**src/rtl/if_id_buffer.sv**
```systemverilog
// IF/ID decoupling FIFO: buffers fetched {pc, instruction} words between IF and ID.
// Optional macro IF_ID_BUFFER_BYPASS_EN forwards an incoming word straight to ID when empty.
module if_id_buffer #(
   parameter int unsigned WORD_WIDTH = 32,
   parameter int unsigned DEPTH      = 4
) (
   input  logic                    clk,
   input  logic                    rst,
   input  logic                    in_valid,
   input  logic [WORD_WIDTH-1:0]   pc_in,
   input  logic [WORD_WIDTH-1:0]   instruction_in,
   input  logic                    flush,
   input  logic                    hazard_stall,
   output logic                    freeze,
   output logic                    out_valid,
   output logic [WORD_WIDTH-1:0]   pc,
   output logic [WORD_WIDTH-1:0]   instruction,
   output logic [$clog2(DEPTH):0]  count
);

   localparam int unsigned PTR_W = $clog2(DEPTH);
   localparam int unsigned CNT_W = PTR_W + 1;

   logic [WORD_WIDTH-1:0] pc_mem_q    [DEPTH];
   logic [WORD_WIDTH-1:0] instr_mem_q [DEPTH];

   logic [PTR_W-1:0] wr_ptr_q, wr_ptr_d;
   logic [PTR_W-1:0] rd_ptr_q, rd_ptr_d;
   logic [CNT_W-1:0] count_q, count_d;
   logic             empty, full, push, pop, bypass_take;

   // Head decode, accept/consume handshakes and next pointer/count state
   always_comb begin
      empty       = (count_q == '0);
      full        = (count_q == CNT_W'(DEPTH));
      bypass_take = 1'b0;
      freeze      = full;
      out_valid   = !empty;
      pc          = empty ? '0 : pc_mem_q[rd_ptr_q];
      instruction = empty ? '0 : instr_mem_q[rd_ptr_q];
`ifdef IF_ID_BUFFER_BYPASS_EN
      // Empty buffer: present the incoming word directly; ID consumes it unless stalled
      if (empty && in_valid && !flush) begin
         out_valid   = 1'b1;
         pc          = pc_in;
         instruction = instruction_in;
         bypass_take = !hazard_stall;
      end
`endif
      push     = in_valid && !full && !flush && !bypass_take;
      pop      = !empty && !hazard_stall && !flush;
      wr_ptr_d = wr_ptr_q;
      rd_ptr_d = rd_ptr_q;
      if (push) wr_ptr_d = wr_ptr_q + PTR_W'(1);
      if (pop)  rd_ptr_d = rd_ptr_q + PTR_W'(1);
      count_d = count_q + CNT_W'(push) - CNT_W'(pop);
      if (flush) begin
         wr_ptr_d = '0;
         rd_ptr_d = '0;
         count_d  = '0;
      end
   end

   assign count = count_q;

   always_ff @(posedge clk) begin
      if (!rst) begin
         wr_ptr_q <= '0;
         rd_ptr_q <= '0;
         count_q  <= '0;
      end else begin
         wr_ptr_q <= wr_ptr_d;
         rd_ptr_q <= rd_ptr_d;
         count_q  <= count_d;
      end
   end

   // Storage is never cleared; only pointers and count define what is live
   always_ff @(posedge clk) begin
      if (rst && push) begin
         pc_mem_q[wr_ptr_q]    <= pc_in;
         instr_mem_q[wr_ptr_q] <= instruction_in;
      end
   end

endmodule

```
**config.mk**
```make
export PLATFORM = sky130hd
export DESIGN_NAME = if_id_buffer
export DESIGN_NICKNAME = d
export VERILOG_FILES = /design/src/rtl/if_id_buffer.sv
export SDC_FILE = /design/constraint.sdc
export NUM_CORES = 1
export LEC_CHECK = 0
export ABC_CLOCK_PERIOD_IN_PS = 3700
export CORE_MARGIN = 2
export CORE_UTILIZATION = 35
export CTS_BUF_LIST = sky130_fd_sc_hd__clkbuf_8
export CTS_CLUSTER_DIAMETER = 30
export CTS_CLUSTER_SIZE = 10
export DETAILED_ROUTE_END_ITERATION = 8
export PLACE_DENSITY = 0.58
export SYNTH_ARGS = -nofsm -noshare
export SYNTH_HDL_FRONTEND = slang
export SYNTH_SLANG_ARGS = --single-unit
```
**constraint.sdc**
```tcl
create_clock -name clk -period 3.7 [get_ports clk]
set_input_delay 0.74 -clock clk [delete_from_list [all_inputs] [get_ports clk]]
set_output_delay 0.74 -clock clk [all_outputs]
set_load 0.05 [all_outputs]
```
# Word level (Yosys, flattened, before mapping)
# Memories as Yosys holds them, arrays and structs flattened. A register that Yosys moved wholly into a read port is not among the register bits.
# Cells that the tools add are included.
# word_totals
elab_cells	30
memories	2
mem_bits_ro	0
output_inout_bits	69
ramBits	256
input_bits	69
latchBits	0
reg_bits	7
# classes
n_eq_ne	1
mul	0
shifts	0
n_mux	8
div_mod_pow	0
n_reduce_logical	11
add_sub_neg	4
n_lt_le_gt_ge	0
bitwise	1
# memory_table
memory	depth	word_bits	read_ports	rd_clocked_by_memory_dff	write_ports	line	source
instr_mem_q	4	32	1	1	1	25	logic [WORD_WIDTH-1:0] instr_mem_q [DEPTH];
pc_mem_q	4	32	1	1	1	24	logic [WORD_WIDTH-1:0] pc_mem_q [DEPTH];
# ops
op	n
two-way mux 32 bit	2
two-way mux 2 bit	4
logical AND 1 bit	5
adder 2 x 1 -> 2 bit, second input constant	2
zero test 1 bit	4
adder 3 x 1 -> 3 bit	1
equality test 3 bit, second input constant	1
zero test 3 bit	1
subtractor 3 x 1 -> 3 bit	1
two-way mux 1 bit	2
OR reduction 2 bit	1
inverter 1 bit	1

# Depth between registers and ports, before layout
# logic_depth
word_depth	7
ltp_mapped	11

# Least setup slack after synthesis
# OpenSTA, ideal clock, no wires.
# synth_path
path_type	input port to flip-flop
start	in flush
end	mem instr_mem_q[1][0] (enable)
setup_time_ps	429
n_path_buf	1
slack_ps	537
arrival_time_ps	2733
t_required_ps	3271
path_stages	4
path_cell_list	and2b_2 and2_4 buf_6 and3_1
# synth_between
elab_chain_cells	5
# synth_lines
element	line	source
from (decl)	12	input logic flush,
zero test 1 bit	50	push = in_valid && !full && !flush && !bypass_take;
logical AND 1 bit	50	
logical AND 1 bit	80	if (rst && push) begin
two-way mux 1 bit	80	
two-way mux 1 bit (not written as such)	82	instr_mem_q[wr_ptr_q] <= instruction_in;
to (decl)	25	
# Every way passes these cells.

==> flow_metrics.tcl <==
set metrics [dict create \
    status "complete, no violations" \
    ir_drop_mv 0.226 \
    synthCells 459 \
    critPathBufInv 2 \
    ant_nets 0 \
    chipHeight_um 175 \
    start_util_pct 35.6 \
    relSlewSlack_pct 60.9 \
    post-cts-setup-buffers 0 \
    via_per_inst 4.71 \
    first_global_vias 5576 \
    hp-class "reg -> reg" \
    gp_congestion 0.738 \
    ys_ff_latch 265 \
    clk_pin_slew_worst_paths_ns 0.06 \
    holdWs_ns 0.488 \
    rows 62 \
    synth_common_cells "256 x edfxtp_1, 66 x and2_1, 63 x mux4_2" \
    synth.area.top_cells "edfxtp_1 75%, mux4_2 14%, and2_1 4.0%, dfxtp_1 1.8%, buf_12 1.2%" \
    grt_antenna_before_repair 2 \
    syn-num-nets 535 \
    cts_tree "done" \
    finalNetCount 717 \
    yosys.area.top_type "edfxtp_1" \
    hpwlAfterDp_um 11700 \
    layout-drive-gt1-share_pct 26.6 \
    finalCritPeriodShare_pct 96.1 \
    cp_slowest_cell "clkdlybuf4s50_1" \
    synth.distinct_cells 32 \
    io_pins 138 \
    rsz0062_at_grt "false" \
    cts_htree_levels 2 \
    hold_buffers 0 \
    tightest_slew_ns 0.587 \
    powerDensity_nw_per_um2 529 \
    postSynthAreaPerCell_um2 22.3 \
    finalHoldViolations 0 \
    ys_warn_count 0 \
    core-area_um2 28800 \
    syn_area_um2 10200 \
    cp-end-kind "output port" \
    synth_flop_cell "edfxtp_1" \
    cp.required_ns 2.96 \
    drcViolationCount 0 \
    period_minus_slack_ns 3.56 \
    cp_top_family "buffers and inverters" \
    grt_max_degree 66 \
    holdPathStages 2 \
    crit_cells 4 \
    drt-total-wl_um 20100 \
    p_leak_uw 0.00441 \
    cp_cell_sequence "buf_12 -> mux4_2 -> and2_1 -> clkdlybuf4s50_1" \
    clock_sinks 265 \
    finClkSkew_ns 0.0224 \
    cts-buffers-inserted 52 \
    max-cap-violations 0 \
    yosysMostFrequentCell "edfxtp_1" \
    crit_fanout 26 \
    die_x_um 175 \
    tns_ns 0 \
    n_fill_cell 2441 \
    clk_latency_ns 0.56 \
    clk_path_buf_depth 3 \
    num_antenna_cells 0 \
    drt_pass1_iterations 4 \
    grt_first_pass_wirelength_um 31100 \
    areaGrowthSynthToFinish_pct 30.1 \
    cts_root_buffer "clkbuf_8" \
    final_max_slew_viol_count 0 \
    globalRouteTotalUtil_pct 13.2 \
    ff2ff_path_depth 10 \
    setup-violations-final 0 \
    first_iter_violations 367 \
    synth-async-reset-ratio_pct 0 \
    wl_per_cell_um 18.8 \
    io_buffers 137 \
    ys_seq_area_share_pct 76.9 \
    die-area_um2 30600 \
    gr-total-overflow 0 \
    cp.arrival_ns 2.82 \
    yosysTopAreaCellShare_pct 75.1 \
    synth-edff-count 256 \
    fmax_mhz 281 \
    critPathKind "reg -> out" \
    cp-start-kind "flop" \
    critical_path.max_stage_delay_ns 0.69 \
    detailroute.via_count 5031 \
]
-- cell families (layout without fill, tap and decap cells) --
family | after synthesis | count (layout) | synth area share (%)
AOI/OAI and AO/OA | 5 | 5 | 0.342
xor gates and xnor gates | 2 | 2 | 0.171
adders and majority gates | 7 | 7 | 0.929
buffers and inverters | 30 | 255 | 2.29
DFF | 265 | 265 | 76.9
muxes | 65 | 65 | 14.2
and+or+nand+nor | 85 | 85 | 5.21
-- state kept, by name (all words and copies together), names as in the netlist, named ones only --
| register | cells |
|---|---|
| count | 3 |
| instr_mem_q | 128 |
| pc_mem_q | 128 |
| rd_ptr_q | 2 |
| wr_ptr_q | 2 |
-- what timing repair did --
item / 4_1_cts / 5_1_grt
cloned: 0 / 0
endpoints found under the setup margin: 60 / 8
resized for setup: 2 / 8
-- worst reg2reg max path, stage by stage (launching register included) --
cell,delay [ns]
dfxtp_1,0.37
or3b_1,0.45
and2_4,0.19
inv_1,0.06
ha_1,0.12
inv_1,0.04
ha_1,0.20
fa_1,0.41
xnor2_1,0.21
xnor2_1,0.14
nor2_1,0.05
-- placed cells by master, fill, tap and decap left out, drive strengths merged, types with 2 or more instances in the layout --
cell,instances
and2,67
bufinv,8
xnor2,2
clkinv,16
inv,20
clkdlybuf4s50,124
a21oi,2
nor3,2
ha,6
and3,4
clkbuf,53
buf,17
dfxtp,9
nand2b,2
mux4,64
edfxtp,256
nand2,3
clkinvlp,8
dlymetal6s2s,8
-- metrics by stage --
stage	util (%)	cells	power (uW)	setup slack (ns)	cell area, um^2
floorplan	-	459	3620	0.537	10200
global placement	42.0	971	3810	0.627	12100
detailed placement	42.0	971	3820	0.542	12100
CTS	46.2	1068	7150	0.0138	13300
global route	46.3	1068	7300	0.000386	13300
finish	46.3	1068	7050	0.144	13300
-- layout make-up --
cell class                 count  area (um^2)  share of cell area, %
multi-input combinational    164         2160                   16.2
sequential                   265         7880                   59.1
clock buffer                  53          729                   5.48
tap                          384          480                   3.61
clock inverter                44          482                   3.62
timing repair buffer         150         1570                   11.8
inverter                       8         32.5                  0.244
-- power by group --
group	leakage [uW]	internal, uW	switching, uW
Sequential	0.00239	3320	9.22
Combinational	0.00141	177	241
Clock	0.000615	1960	1340
Total	0.00441	5460	1590
-- per-layer routing --
metal  global-route usage, %  part of all wire [%]
met1                    17.2                    43
met2                    21.7                    49
met3                    3.81                   6.3
met4                    3.96                   1.6
met5                       0                  0.15
-- worst paths after layout --
kind / start / end / slack, ns
max: flop / pc[30] / 0.14
min: rd_ptr_q[1] / flop / 0.49
max reg2reg: count[1] / count[2] / 1.35
min reg2reg: rd_ptr_q[1] / flop / 0.49
Note: power is estimated with default switching activity, not from simulation.
==> variant (same flow settings) <==
Change the parameter `DEPTH` from 4 to 8.
--- a/src/rtl/if_id_buffer.sv
+++ b/src/rtl/if_id_buffer.sv
@@ -4,3 +4,3 @@
    parameter int unsigned WORD_WIDTH = 32,
-   parameter int unsigned DEPTH      = 4
+   parameter int unsigned DEPTH      = 8
 ) (
Ports: changed (resized count); port bits go from 138 to 139. No check against the original RTL was run, so the function may have changed too.
==> variant against the original RTL <==
- synthesized area up 93%
- fmax up 1.5%
- setup slack better by 0.053 ns
- cell count up 78%
- sequential cell count up 260
- cell area up 84%
- register-to-register slack worse by 0.12 ns
- sequential power up 97%
- critical path depth up 1
- power up 87%
- clock skew down 0.0032 ns
- routed wire length up 110%
- die area up 91%
==> variant: results <==
export IMPL_dpl_cell_area_sq_um=22300
export IMPL_syn_num_nets=907
export IMPL_vdd_drop_max_v=0.000279
export IMPL_synth_seq_cells=525
export IMPL_dp_hpwl_um=22500
export IMPL_synth_seq_area_share_pct=79.0
export IMPL_clk_share_pct=8.87
export IMPL_nNetsFinal=1135
export IMPL_power_total_w=0.0132
export IMPL_multi_input_gates=254
export IMPL_synth_mux_area_share_pct=14.6
export IMPL_numPortBuffers=138
export IMPL_finalInstanceArea_sq_um=24500
export IMPL_cts_root_buffer="clkbuf_8"
export IMPL_arrival_ns=2.76
export IMPL_relSlewSlack_pct=61.6
export IMPL_die_w_um=242
export IMPL_wirelength_um=41800
export IMPL_gp_congestion=0.706
export IMPL_instances_no_fill=1899
export IMPL_antenna_cells=1
export IMPL_status="finished clean"
export IMPL_multi_input_area_share_pct=16.1
export IMPL_synth_compound_area_share_pct=3.41
export IMPL_synth_edff_count=512
export IMPL_synth_xor_area_share_pct=0.0442
export IMPL_cts_htree_levels=3
export IMPL_first_iter_violations=479
export IMPL_ys_types=36
export IMPL_track_usage_pct=14.5
export IMPL_via_per_inst=4.89
export IMPL_antenna_found_initial=5
export IMPL_nNonClkInverters=9
export IMPL_buf_share_pct=7.13
export IMPL_grt_pass1_vias=9982
export IMPL_holdPathStages=2
export IMPL_pwr_share_seq_pct=49.9
export IMPL_cts_buffers=100
export IMPL_yosys_top_cells_area="edfxtp_1 78%, mux4_2 15%, a22o_1 2.8%"
export IMPL_crit_fanout=31
export IMPL_comb_power_w=0.000583
export IMPL_finClkSkew_ns=0.0192
export IMPL_synth_adder_area_share_pct=0.544
export IMPL_r2r_worst_path_cells=7
export IMPL_grt_pass1_wl_um=62500
export IMPL_drt_pass1_iter_count=4
export IMPL_seq_share_pct=63.8
export IMPL_swShare_pct=21.7
export IMPL_clockBufferDepth=3
export IMPL_synth_commonest_cells="512 x edfxtp_1, 128 x mux4_2, 64 x a22o_1, 13 x dfxtp_1, 11 x a21oi_1"
export IMPL_clk_latency_ns=0.67
export IMPL_fillers=4891
export IMPL_buffers=168
export IMPL_placed_cells=1711
export IMPL_place_ws_ns=0.464
export IMPL_cellLeakagePower_nw=7.77
export IMPL_avgSynthCellArea_sq_um=23.9
export IMPL_drive_gt1_share_pct=33.5
export IMPL_grt_max_degree=62
variant: path summary, 6_finish.rpt:
kind / slack (ns) / endpoint / startpoint
worst min-delay path: 0.49 / register / rd_ptr_q[2]
worst max-delay path: 0.20 / instruction[4] / register
worst min register to register: 0.49 / register / rd_ptr_q[2]
worst max register to register: 1.23 / instr_mem_q[0][6] / count[2]
variant: critical path: stages, from the launching register on:
cell     delay [ns]
dfxtp_4        0.54
buf_12         0.27
buf_4          0.40
mux4_2         0.38
a22o_1         0.27
buf_4          0.20
variant: per-layer routing:
| layer | vias up | GRT usage [%] | routed length [um] |
|---|---|---|---|
| met5 | - | 0 | 60 |
| li1 | 4075 | - | - |
| met4 | 8 | 5.05 | 635 |
| met1 | 4951 | 18.7 | 18200 |
| met2 | 190 | 23.5 | 20900 |
| met3 | 55 | 4.05 | 2090 |
variant: what timing repair did:
item,CTS,global route
endpoints found under the setup margin,60,7
pin swaps,0,0
gates resized for setup,21,1
setup buffers,0,1
